`src/rtl/poker_dealer_betting_round_if.sv`:
```
// Player <-> dealer handshake and per-player feedback bundle.
interface poker_dealer_betting_round_if;
  logic       p0_output_valid;
  logic       p1_output_valid;
  logic [2:0] p0_action;
  logic [2:0] p1_action;
  logic [7:0] p0_make_bet;
  logic [7:0] p1_make_bet;
  logic       p0_dealer_request_action;
  logic       p1_dealer_request_action;
  logic       p0_dealer_acknowledge;
  logic       p1_dealer_acknowledge;
  logic       p0_invalid_move;
  logic       p1_invalid_move;
  logic [2:0] p0_action_opponent;
  logic [2:0] p1_action_opponent;
  logic [7:0] p0_bet_opponent;
  logic [7:0] p1_bet_opponent;
  logic [7:0] p0_money_left;
  logic [7:0] p1_money_left;

  // Player side: presents moves, consumes dealer feedback.
  modport master (
    output p0_output_valid, p1_output_valid, p0_action, p1_action,
           p0_make_bet, p1_make_bet,
    input  p0_dealer_request_action, p1_dealer_request_action,
           p0_dealer_acknowledge, p1_dealer_acknowledge,
           p0_invalid_move, p1_invalid_move,
           p0_action_opponent, p1_action_opponent,
           p0_bet_opponent, p1_bet_opponent,
           p0_money_left, p1_money_left
  );

  // Dealer side: consumes moves, produces feedback.
  modport slave (
    input  p0_output_valid, p1_output_valid, p0_action, p1_action,
           p0_make_bet, p1_make_bet,
    output p0_dealer_request_action, p1_dealer_request_action,
           p0_dealer_acknowledge, p1_dealer_acknowledge,
           p0_invalid_move, p1_invalid_move,
           p0_action_opponent, p1_action_opponent,
           p0_bet_opponent, p1_bet_opponent,
           p0_money_left, p1_money_left
  );
endinterface

```
`src/rtl/poker_dealer_betting_round.sv`:
```
// Dealer betting-round controller: requests moves in turn, validates them
// against stacks and the amount to call, and maintains pot/stacks/feedback.
module poker_dealer_betting_round #(
  parameter int unsigned MAX_INVALID = 3
) (
  input  logic       clk,
  input  logic       rst,
  input  logic       hand_start,
  input  logic [7:0] stack0_init,
  input  logic [7:0] stack1_init,
  input  logic       round_start,
  input  logic       first_player,
  poker_dealer_betting_round_if.slave bus,
  output logic [7:0] pot_size,
  output logic       betting_round_done,
  output logic       next_deal,
  output logic       winner
);
  localparam int unsigned CW = 8;
  localparam int unsigned AW = 3;
  localparam int unsigned IW = 3;

  localparam logic [AW-1:0] NO_ACTION = 3'b000;
  localparam logic [AW-1:0] FOLD      = 3'b001;
  localparam logic [AW-1:0] CHECK     = 3'b010;
  localparam logic [AW-1:0] ALL_IN    = 3'b011;
  localparam logic [AW-1:0] CALL      = 3'b100;
  localparam logic [AW-1:0] BET       = 3'b110;
  localparam logic [AW-1:0] RAISE     = 3'b111;

  typedef enum logic [2:0] {
    S_IDLE, S_REQ, S_WAIT_VALID, S_EVAL, S_ACK, S_WAIT_DROP, S_NEXT, S_DONE
  } state_t;

  state_t        state_q, state_d;
  logic          cur_q;
  logic [1:0]    acted_q;
  logic [CW-1:0] stack_q     [2];
  logic [CW-1:0] committed_q [2];
  logic [IW-1:0] inv_q       [2];
  logic [AW-1:0] opp_act_q   [2];
  logic [CW-1:0] opp_bet_q   [2];
  logic [CW-1:0] pot_q;
  logic [AW-1:0] act_q;
  logic [CW-1:0] bet_q;
  logic          legal_q;
  logic          fold_q;

  logic [1:0]    req_q, req_d;
  logic [1:0]    ack_q, ack_d;
  logic [1:0]    invp_q, invp_d;
  logic          done_q, done_d;
  logic          deal_q, deal_d;
  logic          winner_q, winner_d;

  logic          cur_valid_c;
  logic [CW-1:0] cur_stack_c;
  logic [CW-1:0] cur_comm_c;
  logic [CW-1:0] oth_comm_c;
  logic [CW-1:0] to_call_c;
  logic [CW:0]   raise_sum_c;
  logic          legal_c;
  logic [CW-1:0] paid_c;
  logic          complete_c;
  logic          forced_fold_c;

  assign cur_valid_c   = cur_q ? bus.p1_output_valid : bus.p0_output_valid;
  assign cur_stack_c   = stack_q[cur_q];
  assign cur_comm_c    = committed_q[cur_q];
  assign oth_comm_c    = committed_q[~cur_q];
  // An over-committed current player owes nothing.
  assign to_call_c     = (oth_comm_c > cur_comm_c) ? (oth_comm_c - cur_comm_c) : '0;
  assign forced_fold_c = !legal_q && (inv_q[cur_q] >= IW'(MAX_INVALID));
  assign complete_c    = acted_q[0] && acted_q[1] &&
                         ((committed_q[0] == committed_q[1]) ||
                          ((committed_q[0] < committed_q[1]) && (stack_q[0] == '0)) ||
                          ((committed_q[1] < committed_q[0]) && (stack_q[1] == '0)));

  // Legality and chip cost of the latched move.
  always_comb begin
    legal_c     = 1'b0;
    paid_c      = '0;
    raise_sum_c = {1'b0, to_call_c} + {1'b0, bet_q};
    case (act_q)
      FOLD:   legal_c = 1'b1;
      CHECK:  legal_c = (to_call_c == '0);
      CALL: begin
        legal_c = (to_call_c != '0) && (to_call_c <= cur_stack_c);
        paid_c  = to_call_c;
      end
      BET: begin
        legal_c = (to_call_c == '0) && (bet_q != '0) && (bet_q <= cur_stack_c);
        paid_c  = bet_q;
      end
      RAISE: begin
        legal_c = (to_call_c != '0) && (bet_q != '0) && (raise_sum_c <= {1'b0, cur_stack_c});
        paid_c  = raise_sum_c[CW-1:0];
      end
      ALL_IN: begin
        legal_c = (cur_stack_c != '0);
        paid_c  = cur_stack_c;
      end
      NO_ACTION: legal_c = 1'b0;
      default:   legal_c = 1'b0;
    endcase
  end

  // State register.
  always_ff @(posedge clk) begin
    if (rst) state_q <= S_IDLE;
    else     state_q <= state_d;
  end

  // Next-state logic; a new hand aborts whatever is in flight.
  always_comb begin
    state_d = state_q;
    case (state_q)
      S_IDLE:       if (round_start) state_d = S_REQ;
      S_REQ:        state_d = S_WAIT_VALID;
      S_WAIT_VALID: if (cur_valid_c) state_d = S_EVAL;
      S_EVAL:       state_d = S_ACK;
      S_ACK:        state_d = S_WAIT_DROP;
      S_WAIT_DROP: begin
        if (!cur_valid_c) begin
          if (fold_q || forced_fold_c) state_d = S_IDLE;
          else if (!legal_q)           state_d = S_REQ;
          else                         state_d = S_NEXT;
        end
      end
      S_NEXT:       state_d = complete_c ? S_DONE : S_REQ;
      S_DONE:       state_d = S_IDLE;
      default:      state_d = S_IDLE;
    endcase
    if (hand_start) state_d = S_IDLE;
  end

  // Next values of the request level and the one-cycle pulses.
  always_comb begin
    req_d    = req_q;
    ack_d    = '0;
    invp_d   = '0;
    done_d   = 1'b0;
    deal_d   = 1'b0;
    winner_d = winner_q;
    if (hand_start) begin
      req_d = '0;
    end else begin
      case (state_q)
        S_REQ:  req_d[cur_q] = 1'b1;
        S_EVAL: begin
          req_d[cur_q]  = 1'b0;
          ack_d[cur_q]  = 1'b1;
          invp_d[cur_q] = !legal_c;
        end
        S_WAIT_DROP: begin
          if (!cur_valid_c && (fold_q || forced_fold_c)) begin
            deal_d   = 1'b1;
            winner_d = ~cur_q;
          end
        end
        S_NEXT:  done_d = complete_c;
        default: ;
      endcase
    end
  end

  // Output registers.
  always_ff @(posedge clk) begin
    if (rst) begin
      req_q    <= '0;
      ack_q    <= '0;
      invp_q   <= '0;
      done_q   <= 1'b0;
      deal_q   <= 1'b0;
      winner_q <= 1'b0;
    end else begin
      req_q    <= req_d;
      ack_q    <= ack_d;
      invp_q   <= invp_d;
      done_q   <= done_d;
      deal_q   <= deal_d;
      winner_q <= winner_d;
    end
  end

  // Chip accounting, move latch and turn tracking.
  always_ff @(posedge clk) begin
    if (rst) begin
      cur_q          <= 1'b0;
      acted_q        <= '0;
      pot_q          <= '0;
      act_q          <= NO_ACTION;
      bet_q          <= '0;
      legal_q        <= 1'b0;
      fold_q         <= 1'b0;
      for (int i = 0; i < 2; i++) begin
        stack_q[i]     <= '0;
        committed_q[i] <= '0;
        inv_q[i]       <= '0;
        opp_act_q[i]   <= NO_ACTION;
        opp_bet_q[i]   <= '0;
      end
    end else if (hand_start) begin
      stack_q[0]     <= stack0_init;
      stack_q[1]     <= stack1_init;
      committed_q[0] <= '0;
      committed_q[1] <= '0;
      inv_q[0]       <= '0;
      inv_q[1]       <= '0;
      pot_q          <= '0;
      acted_q        <= '0;
    end else begin
      case (state_q)
        S_IDLE: begin
          if (round_start) begin
            cur_q          <= first_player;
            acted_q        <= '0;
            committed_q[0] <= '0;
            committed_q[1] <= '0;
          end
        end
        S_WAIT_VALID: begin
          if (cur_valid_c) begin
            act_q <= cur_q ? bus.p1_action   : bus.p0_action;
            bet_q <= cur_q ? bus.p1_make_bet : bus.p0_make_bet;
          end
        end
        S_EVAL: begin
          legal_q <= legal_c;
          fold_q  <= legal_c && (act_q == FOLD);
          if (legal_c) begin
            stack_q[cur_q]     <= cur_stack_c - paid_c;
            committed_q[cur_q] <= cur_comm_c + paid_c;
            pot_q              <= pot_q + paid_c;
            opp_act_q[~cur_q]  <= act_q;
            opp_bet_q[~cur_q]  <= paid_c;
            acted_q[cur_q]     <= 1'b1;
            inv_q[cur_q]       <= '0;
          end else if (inv_q[cur_q] != '1) begin
            inv_q[cur_q] <= inv_q[cur_q] + IW'(1);
          end
        end
        S_NEXT: if (!complete_c) cur_q <= ~cur_q;
        default: ;
      endcase
    end
  end

  assign bus.p0_dealer_request_action = req_q[0];
  assign bus.p1_dealer_request_action = req_q[1];
  assign bus.p0_dealer_acknowledge    = ack_q[0];
  assign bus.p1_dealer_acknowledge    = ack_q[1];
  assign bus.p0_invalid_move          = invp_q[0];
  assign bus.p1_invalid_move          = invp_q[1];
  assign bus.p0_action_opponent       = opp_act_q[0];
  assign bus.p1_action_opponent       = opp_act_q[1];
  assign bus.p0_bet_opponent          = opp_bet_q[0];
  assign bus.p1_bet_opponent          = opp_bet_q[1];
  assign bus.p0_money_left            = stack_q[0];
  assign bus.p1_money_left            = stack_q[1];
  assign pot_size                     = pot_q;
  assign betting_round_done           = done_q;
  assign next_deal                    = deal_q;
  assign winner                       = winner_q;
endmodule

```
`src/flat_wrapper.sv`:
```
// flat-port wrapper written by rule: the top's interface ports become plain ports
module poker_dealer_betting_round_flat 
#(
  parameter int unsigned MAX_INVALID = 3
)
  (clk, rst, hand_start, stack0_init, stack1_init, round_start, first_player, pot_size, betting_round_done, next_deal, winner, bus_p0_output_valid, bus_p1_output_valid, bus_p0_action, bus_p1_action, bus_p0_make_bet, bus_p1_make_bet, bus_p0_dealer_request_action, bus_p1_dealer_request_action, bus_p0_dealer_acknowledge, bus_p1_dealer_acknowledge, bus_p0_invalid_move, bus_p1_invalid_move, bus_p0_action_opponent, bus_p1_action_opponent, bus_p0_bet_opponent, bus_p1_bet_opponent, bus_p0_money_left, bus_p1_money_left);
  poker_dealer_betting_round_if bus_i ();
  input  logic clk;
  input  logic rst;
  input  logic hand_start;
  input  logic [7:0] stack0_init;
  input  logic [7:0] stack1_init;
  input  logic round_start;
  input  logic first_player;
  output logic [7:0] pot_size;
  output logic betting_round_done;
  output logic next_deal;
  output logic winner;
  input wire logic [$bits(bus_i.p0_output_valid)-1:0] bus_p0_output_valid;
  input wire logic [$bits(bus_i.p1_output_valid)-1:0] bus_p1_output_valid;
  input wire logic [$bits(bus_i.p0_action)-1:0] bus_p0_action;
  input wire logic [$bits(bus_i.p1_action)-1:0] bus_p1_action;
  input wire logic [$bits(bus_i.p0_make_bet)-1:0] bus_p0_make_bet;
  input wire logic [$bits(bus_i.p1_make_bet)-1:0] bus_p1_make_bet;
  output wire logic [$bits(bus_i.p0_dealer_request_action)-1:0] bus_p0_dealer_request_action;
  output wire logic [$bits(bus_i.p1_dealer_request_action)-1:0] bus_p1_dealer_request_action;
  output wire logic [$bits(bus_i.p0_dealer_acknowledge)-1:0] bus_p0_dealer_acknowledge;
  output wire logic [$bits(bus_i.p1_dealer_acknowledge)-1:0] bus_p1_dealer_acknowledge;
  output wire logic [$bits(bus_i.p0_invalid_move)-1:0] bus_p0_invalid_move;
  output wire logic [$bits(bus_i.p1_invalid_move)-1:0] bus_p1_invalid_move;
  output wire logic [$bits(bus_i.p0_action_opponent)-1:0] bus_p0_action_opponent;
  output wire logic [$bits(bus_i.p1_action_opponent)-1:0] bus_p1_action_opponent;
  output wire logic [$bits(bus_i.p0_bet_opponent)-1:0] bus_p0_bet_opponent;
  output wire logic [$bits(bus_i.p1_bet_opponent)-1:0] bus_p1_bet_opponent;
  output wire logic [$bits(bus_i.p0_money_left)-1:0] bus_p0_money_left;
  output wire logic [$bits(bus_i.p1_money_left)-1:0] bus_p1_money_left;
  assign bus_i.p0_output_valid = bus_p0_output_valid;
  assign bus_i.p1_output_valid = bus_p1_output_valid;
  assign bus_i.p0_action = bus_p0_action;
  assign bus_i.p1_action = bus_p1_action;
  assign bus_i.p0_make_bet = bus_p0_make_bet;
  assign bus_i.p1_make_bet = bus_p1_make_bet;
  assign bus_p0_dealer_request_action = bus_i.p0_dealer_request_action;
  assign bus_p1_dealer_request_action = bus_i.p1_dealer_request_action;
  assign bus_p0_dealer_acknowledge = bus_i.p0_dealer_acknowledge;
  assign bus_p1_dealer_acknowledge = bus_i.p1_dealer_acknowledge;
  assign bus_p0_invalid_move = bus_i.p0_invalid_move;
  assign bus_p1_invalid_move = bus_i.p1_invalid_move;
  assign bus_p0_action_opponent = bus_i.p0_action_opponent;
  assign bus_p1_action_opponent = bus_i.p1_action_opponent;
  assign bus_p0_bet_opponent = bus_i.p0_bet_opponent;
  assign bus_p1_bet_opponent = bus_i.p1_bet_opponent;
  assign bus_p0_money_left = bus_i.p0_money_left;
  assign bus_p1_money_left = bus_i.p1_money_left;
  poker_dealer_betting_round #(.MAX_INVALID(MAX_INVALID)) u_core (.clk(clk), .rst(rst), .hand_start(hand_start), .stack0_init(stack0_init), .stack1_init(stack1_init), .round_start(round_start), .first_player(first_player), .bus(bus_i), .pot_size(pot_size), .betting_round_done(betting_round_done), .next_deal(next_deal), .winner(winner));
endmodule
```
`config.mk`:
```
export PLATFORM = sky130hd
export DESIGN_NAME = poker_dealer_betting_round_flat
export DESIGN_NICKNAME = d
export VERILOG_FILES = /design/src/rtl/poker_dealer_betting_round_if.sv /design/src/rtl/poker_dealer_betting_round.sv /design/src/flat_wrapper.sv
export SDC_FILE = /design/constraint.sdc
export NUM_CORES = 1
export LEC_CHECK = 0
export CAP_MARGIN = 20
export CORE_MARGIN = 2
export CORE_UTILIZATION = 56
export DETAILED_ROUTE_END_ITERATION = 7
export GPL_ROUTABILITY_DRIVEN = 0
export GPL_TIMING_DRIVEN = 0
export PLACE_DENSITY = 0.82
export SLEW_MARGIN = 20
export SYNTH_ARGS = -nofsm -noshare
export SYNTH_HDL_FRONTEND = slang
export SYNTH_SLANG_ARGS = --single-unit
```
`constraint.sdc`:
```
create_clock -name clk -period 8.92 [get_ports clk]
set_input_delay 2.23 -clock clk [delete_from_list [all_inputs] [get_ports clk]]
set_output_delay 2.23 -clock clk [all_outputs]
set_load 0.1 [all_outputs]
```
# After elaboration in Yosys (flattened, before gate mapping)
# Memories as Yosys holds them, arrays and structs flattened. A register that Yosys moved wholly into a read port is not among the register bits.
# Index checks and enable logic that the tools add are counted.
# totals
regBits	36
latchBits	0
mem_bits_rw	60
mem_bits_ro	0
input_bits	45
out_inout_bits	55
word_cells	192
memories	5
# mem_list
memory	depth	width	rd	rd_ports_with_merged_regs	wr	line	rtl
u_core.committed_q	2	8	4	1	2	poker_dealer_betting_round.sv:39	logic [CW-1:0] committed_q [2];
u_core.opp_bet_q	2	8	2	0	2	poker_dealer_betting_round.sv:42	logic [CW-1:0] opp_bet_q [2];
u_core.stack_q	2	8	3	1	2	poker_dealer_betting_round.sv:38	logic [CW-1:0] stack_q [2];
u_core.inv_q	2	3	1	1	2	poker_dealer_betting_round.sv:40	logic [IW-1:0] inv_q [2];
u_core.opp_act_q	2	3	2	0	2	poker_dealer_betting_round.sv:41	logic [AW-1:0] opp_act_q [2];
# op_classes
add_sub_neg	6
mul	0
div	0
order_cmp	9
n_eq_ne	20
shifts	0
n_mux	74
bitwise	19
n_reduce_logical	45
# op_table
operator	n
$mux W8	11
$mux W1	42
$mux W3	12
$pmux W8 S4	1
$logic_not A8 Y1	3
$pmux W3 S8	1
$reduce_bool A8 Y1	3
$reduce_or A8 Y1	3
$eq A3 B3 Y1 const B	7
$add A8 B8 Y8	2
$le A8 B8 Y1	2
$lt A8 B8 Y1	2
$sub A8 B8 Y8	2
$reduce_or A3 Y1	5
$logic_and A1 B1 Y1	13
$eq A3 B2 Y1 const B	4
$reduce_and A3 Y1	4
$add A8 B8 Y9	1
$le A9 B8 Y1	1
$or A1 B1 Y1	9
$eq A8 B8 Y1	1
$gt A8 B8 Y1	1
$pmux W2 S2	2
$eq A3 B1 Y1 const B	2
22 further kinds	39

# Longest topological paths before layout
# An unclocked memory read counts as a cell.
# depth
depth_word	16
depth_mapped	32

# Least setup slack after synthesis
# Ideal clock, no wire load.
# synth_timing
path_type	flip-flop to flip-flop
start	reg (tool-made name)
end	mem u_core.stack_q[1][0] (enable)
arrival_time_ns	6.011
path_slack_ns	2.580
path_stages_with_launch	32
synth_period_minus_slack_ns	6.340
path_cell_list	dfxtp_1 -> buf_2 -> buf_2 -> clkbuf_1 -> o21a_1 -> inv_1 -> fa_1 -> nand2b_2 -> a211oi_2 -> nor2_1 -> a21o_2 -> clkbuf_1 -> or2_2 -> inv_1 -> ha_1 -> inv_1 -> fa_1 -> nor2b_1 -> o31a_1 -> o21a_1 -> nor2_1 -> xnor2_1 -> ha_1 -> a2111oi_0 -> o21ai_0 -> o211ai_1 -> o211ai_1 -> nor2b_1 -> nand3_1 -> nand3_2 -> buf_2 -> nand2_1
# synth_rtl
element	line
to (decl)	poker_dealer_betting_round.sv:38

==> results.cfg <==
[sta]
hold_violations = 0
fin_crit_sh_pct = 89.2
fmax_mhz = 126
slew_viol_final = 0
fin_worst_hold_slack_ns = 0.483
setup_viol = 0
worstMarginPinSlew_ns = 1.06
rsz0062_at_grt = false
fin_setup_tns_ns = 0
clock_skew_ns = 0.00719
post-route-min-period_ns = 7.95
slew_headroom_pct = 27.2

[drt]
dr.first_iter.drc_count = 742
wl_met3_um = 1740
ant_nets = 0
drcViolationCount = 0
dr.max_layer_used = met4
wl_met2_um = 9600
via_per_inst = 6.19
drt-met1-wl_um = 7890
drt_wl_total_um = 20300
wl_per_cell_um = 19.3
vias = 6512
first_pass_iters = 7

[job]
maxCapViolations = 0

[power_and_ir_drop]
ir_drop_mv = 0.109
p_leak_uw = 0.00343
powerDensity_nw_per_um2 = 155

[cts]
root_buffer = clkbuf_16
ctsHoldBuffers = 0
cts-htree-levels = 3
cts_buffers = 9
cts_buffer_depth = 2
clock_sinks = 97
cts_resized = 0
path_clk_slew_ns = 0.07
cts_setup_buffers = 0
cts_tree = done
insertion_delay_ns = 0.36

[setup_path]
crit_top_cell = ha_1
critPathSlowestCell = buf_1
slowest_delay_ns = 0.67
arrival_ns = 7.97
r2r_start = u_core.cur_q
worstSetupPathType = register to register
cp.required_ns = 8.93
critical_path.max_fanout = 10
start_kind = register
rrSetupSlack_ns = 0.97
end_kind = register
r2r-end = u_core.committed_q[0][4]
worstRegToRegCells = 30

[floorplanning]
die_x_um = 116
io_pins = 100
fp-row-count = 40
die-area_um2 = 13500
core-area_um2 = 12100
initial_utilization_pct = 58.0
die_h_um = 116

[logic_synthesis]
ys_seq_area_share_pct = 36.2
synth_xor_area_share_pct = 3.37
syn_area_um2 = 7030
synth-edff-count = 60
yosys.area_share.simple_pct = 16.8
synth_ff_type = edfxtp_1
async_flop_share_pct = 0
synthAdderAreaFrac_pct = 14.2
yosys_warnings = 0
synth_mux_area_share_pct = 5.32
synth_cells = 770
synth_top_family_by_area = compound AO/OA/AOI/OAI gates
syn_nets = 892
ys_seq_elements = 97
synth_compound_area_share_pct = 18.7
synth.avg_cell_area_um2 = 9.13
ys_types = 74

[min_path]
hp-class = register to register
worstHoldStart = u_core.acted_q[1]
hold_path_end = u_core.acted_q[1]
whs_path_depth = 1

[grt]
overflow = 0
grt_pass1_wl_um = 31100
grt_max_degree = 18
gr-usage-all-layers_pct = 30.4
antenna_found_initial = 0
grt_pass1_vias = 6442

[cells_and_area]
layout-drive-gt1-share_pct = 7.01
syn_to_final_growth_pct = 21.2
fin_nets = 1001
diodes = 0
instances_no_fill = 1052
final_common_cell = clkdlybuf4s50_1
layout_common_cells = clkdlybuf4s50_1 (98), nor2_1 (96), ha_1 (72), inv_1 (62), edfxtp_1 (60)

[place]
dp_hpwl_um = 15800
dp.cells = 1036
io_buffers = 98

[outcome]
status = finished clean
-- worst max path at each step --
stage,start,end,slack [ns],cells after the start
6_report,u_core.cur_q,u_core.committed_q[0][4],0.97,30
5_1_grt,u_core.cur_q,u_core.stack_q[1][0],0.45,30
4_1_cts,u_core.cur_q,u_core.committed_q[0][0],1.04,30
3_5_place_dp,u_core.cur_q,u_core.committed_q[0][4],1.12,30
3_3_place_gp,u_core.cur_q,u_core.committed_q[0][4],1.32,30
2_1_floorplan,register,u_core.stack_q[1][0],2.58,31
-- registers in the layout, indices dropped and copies added, names as in the netlist, 2 cells and up, named ones only --
signal and cells:
u_core.act_q 3, u_core.committed_q 16, u_core.inv_q 6, u_core.opp_bet_q 16
u_core.state_q 3, u_core.opp_act_q 6, u_core.ack_q 2, u_core.invp_q 2
u_core.pot_size 8, u_core.stack_q 16, u_core.acted_q 2, u_core.bet_q 8
-- metrics by stage --
| stage | utilization [%] | setup slack (ns) | power (µW) | instance area, µm² |
|---|---|---|---|---|
| 2_1_floorplan | - | 2.58 | 807 | 7030 |
| 3_3_place_gp | 67.9 | 1.32 | 906 | 8220 |
| 3_5_place_dp | 67.9 | 1.12 | 921 | 8220 |
| 4_1_cts | 70.3 | 1.04 | 1310 | 8510 |
| 5_1_grt | 70.3 | 0.454 | 1360 | 8510 |
| 6_report | 70.3 | 0.966 | 1320 | 8510 |
-- worst max-delay path, delay by kind of cell (launching register included) --
kind | cells | cell delay, ns
AND/OR/NAND/NOR | 9 | 1.92
XOR/XNOR | 1 | 0.24
AO/OA/AOI/OAI | 8 | 1.70
multiplexers | 1 | 0.22
adder cells (fa/ha/maj) | 5 | 1.60
flip-flops | 1 | 0.31
buffers and inverters | 6 | 1.62
-- synthesized netlist by cell type, types with 10 or more instances --
cell,count,area [µm²]
o21a_1,13,97.6
o21ai_0,40,200
nand3_1,16,80.1
nand4_1,12,75.1
a211oi_1,18,135
inv_1,62,233
xor2_1,10,87.6
nand2_1,52,195
nor2_1,96,360
xnor2_1,17,149
dfxtp_1,37,741
ha_1,72,901
a21oi_1,50,250
mux2i_1,25,250
nor2b_1,11,68.8
nor3_1,20,100
edfxtp_1,60,1800
a21o_1,12,90.1
mux2_2,11,124
clkbuf_1,14,52.6
-- kinds of logic (layout without fill, tap and decap cells) --
kind of cell             after synthesis  count (layout)
multiplexers                          36              36
flip-flops                            97              97
XOR/XNOR                              27              27
AO/OA/AOI/OAI                        192             192
adder cells (fa/ha/maj)               77              77
AND/OR/NAND/NOR                      249             249
buffers and inverters                 92             206
-- cell type report --
type	count	area, µm²
timing repair buffer	98	981
clock buffer	10	229
fill	945	3600
sequential	97	2540
buffer	29	146
tap	168	210
inverter	63	236
clock inverter	6	67.6
multi-input combinational	581	4100
-- report_power, final --
group / internal (µW) / switching (µW) / total, µW
Sequential: 490 / 10.4 / 501
Combinational: 149 / 276 / 424
Clock: 218 / 176 / 394
-- layer usage --
metal | vias to the layer above | GRT usage [%]
met1 | 3047 | 36.8
li1 | 3008 | -
met2 | 362 | 51.0
met4 | 0 | 16.7
met5 | - | 0
met3 | 95 | 5.86
Power figures use the tool's default switching activity.
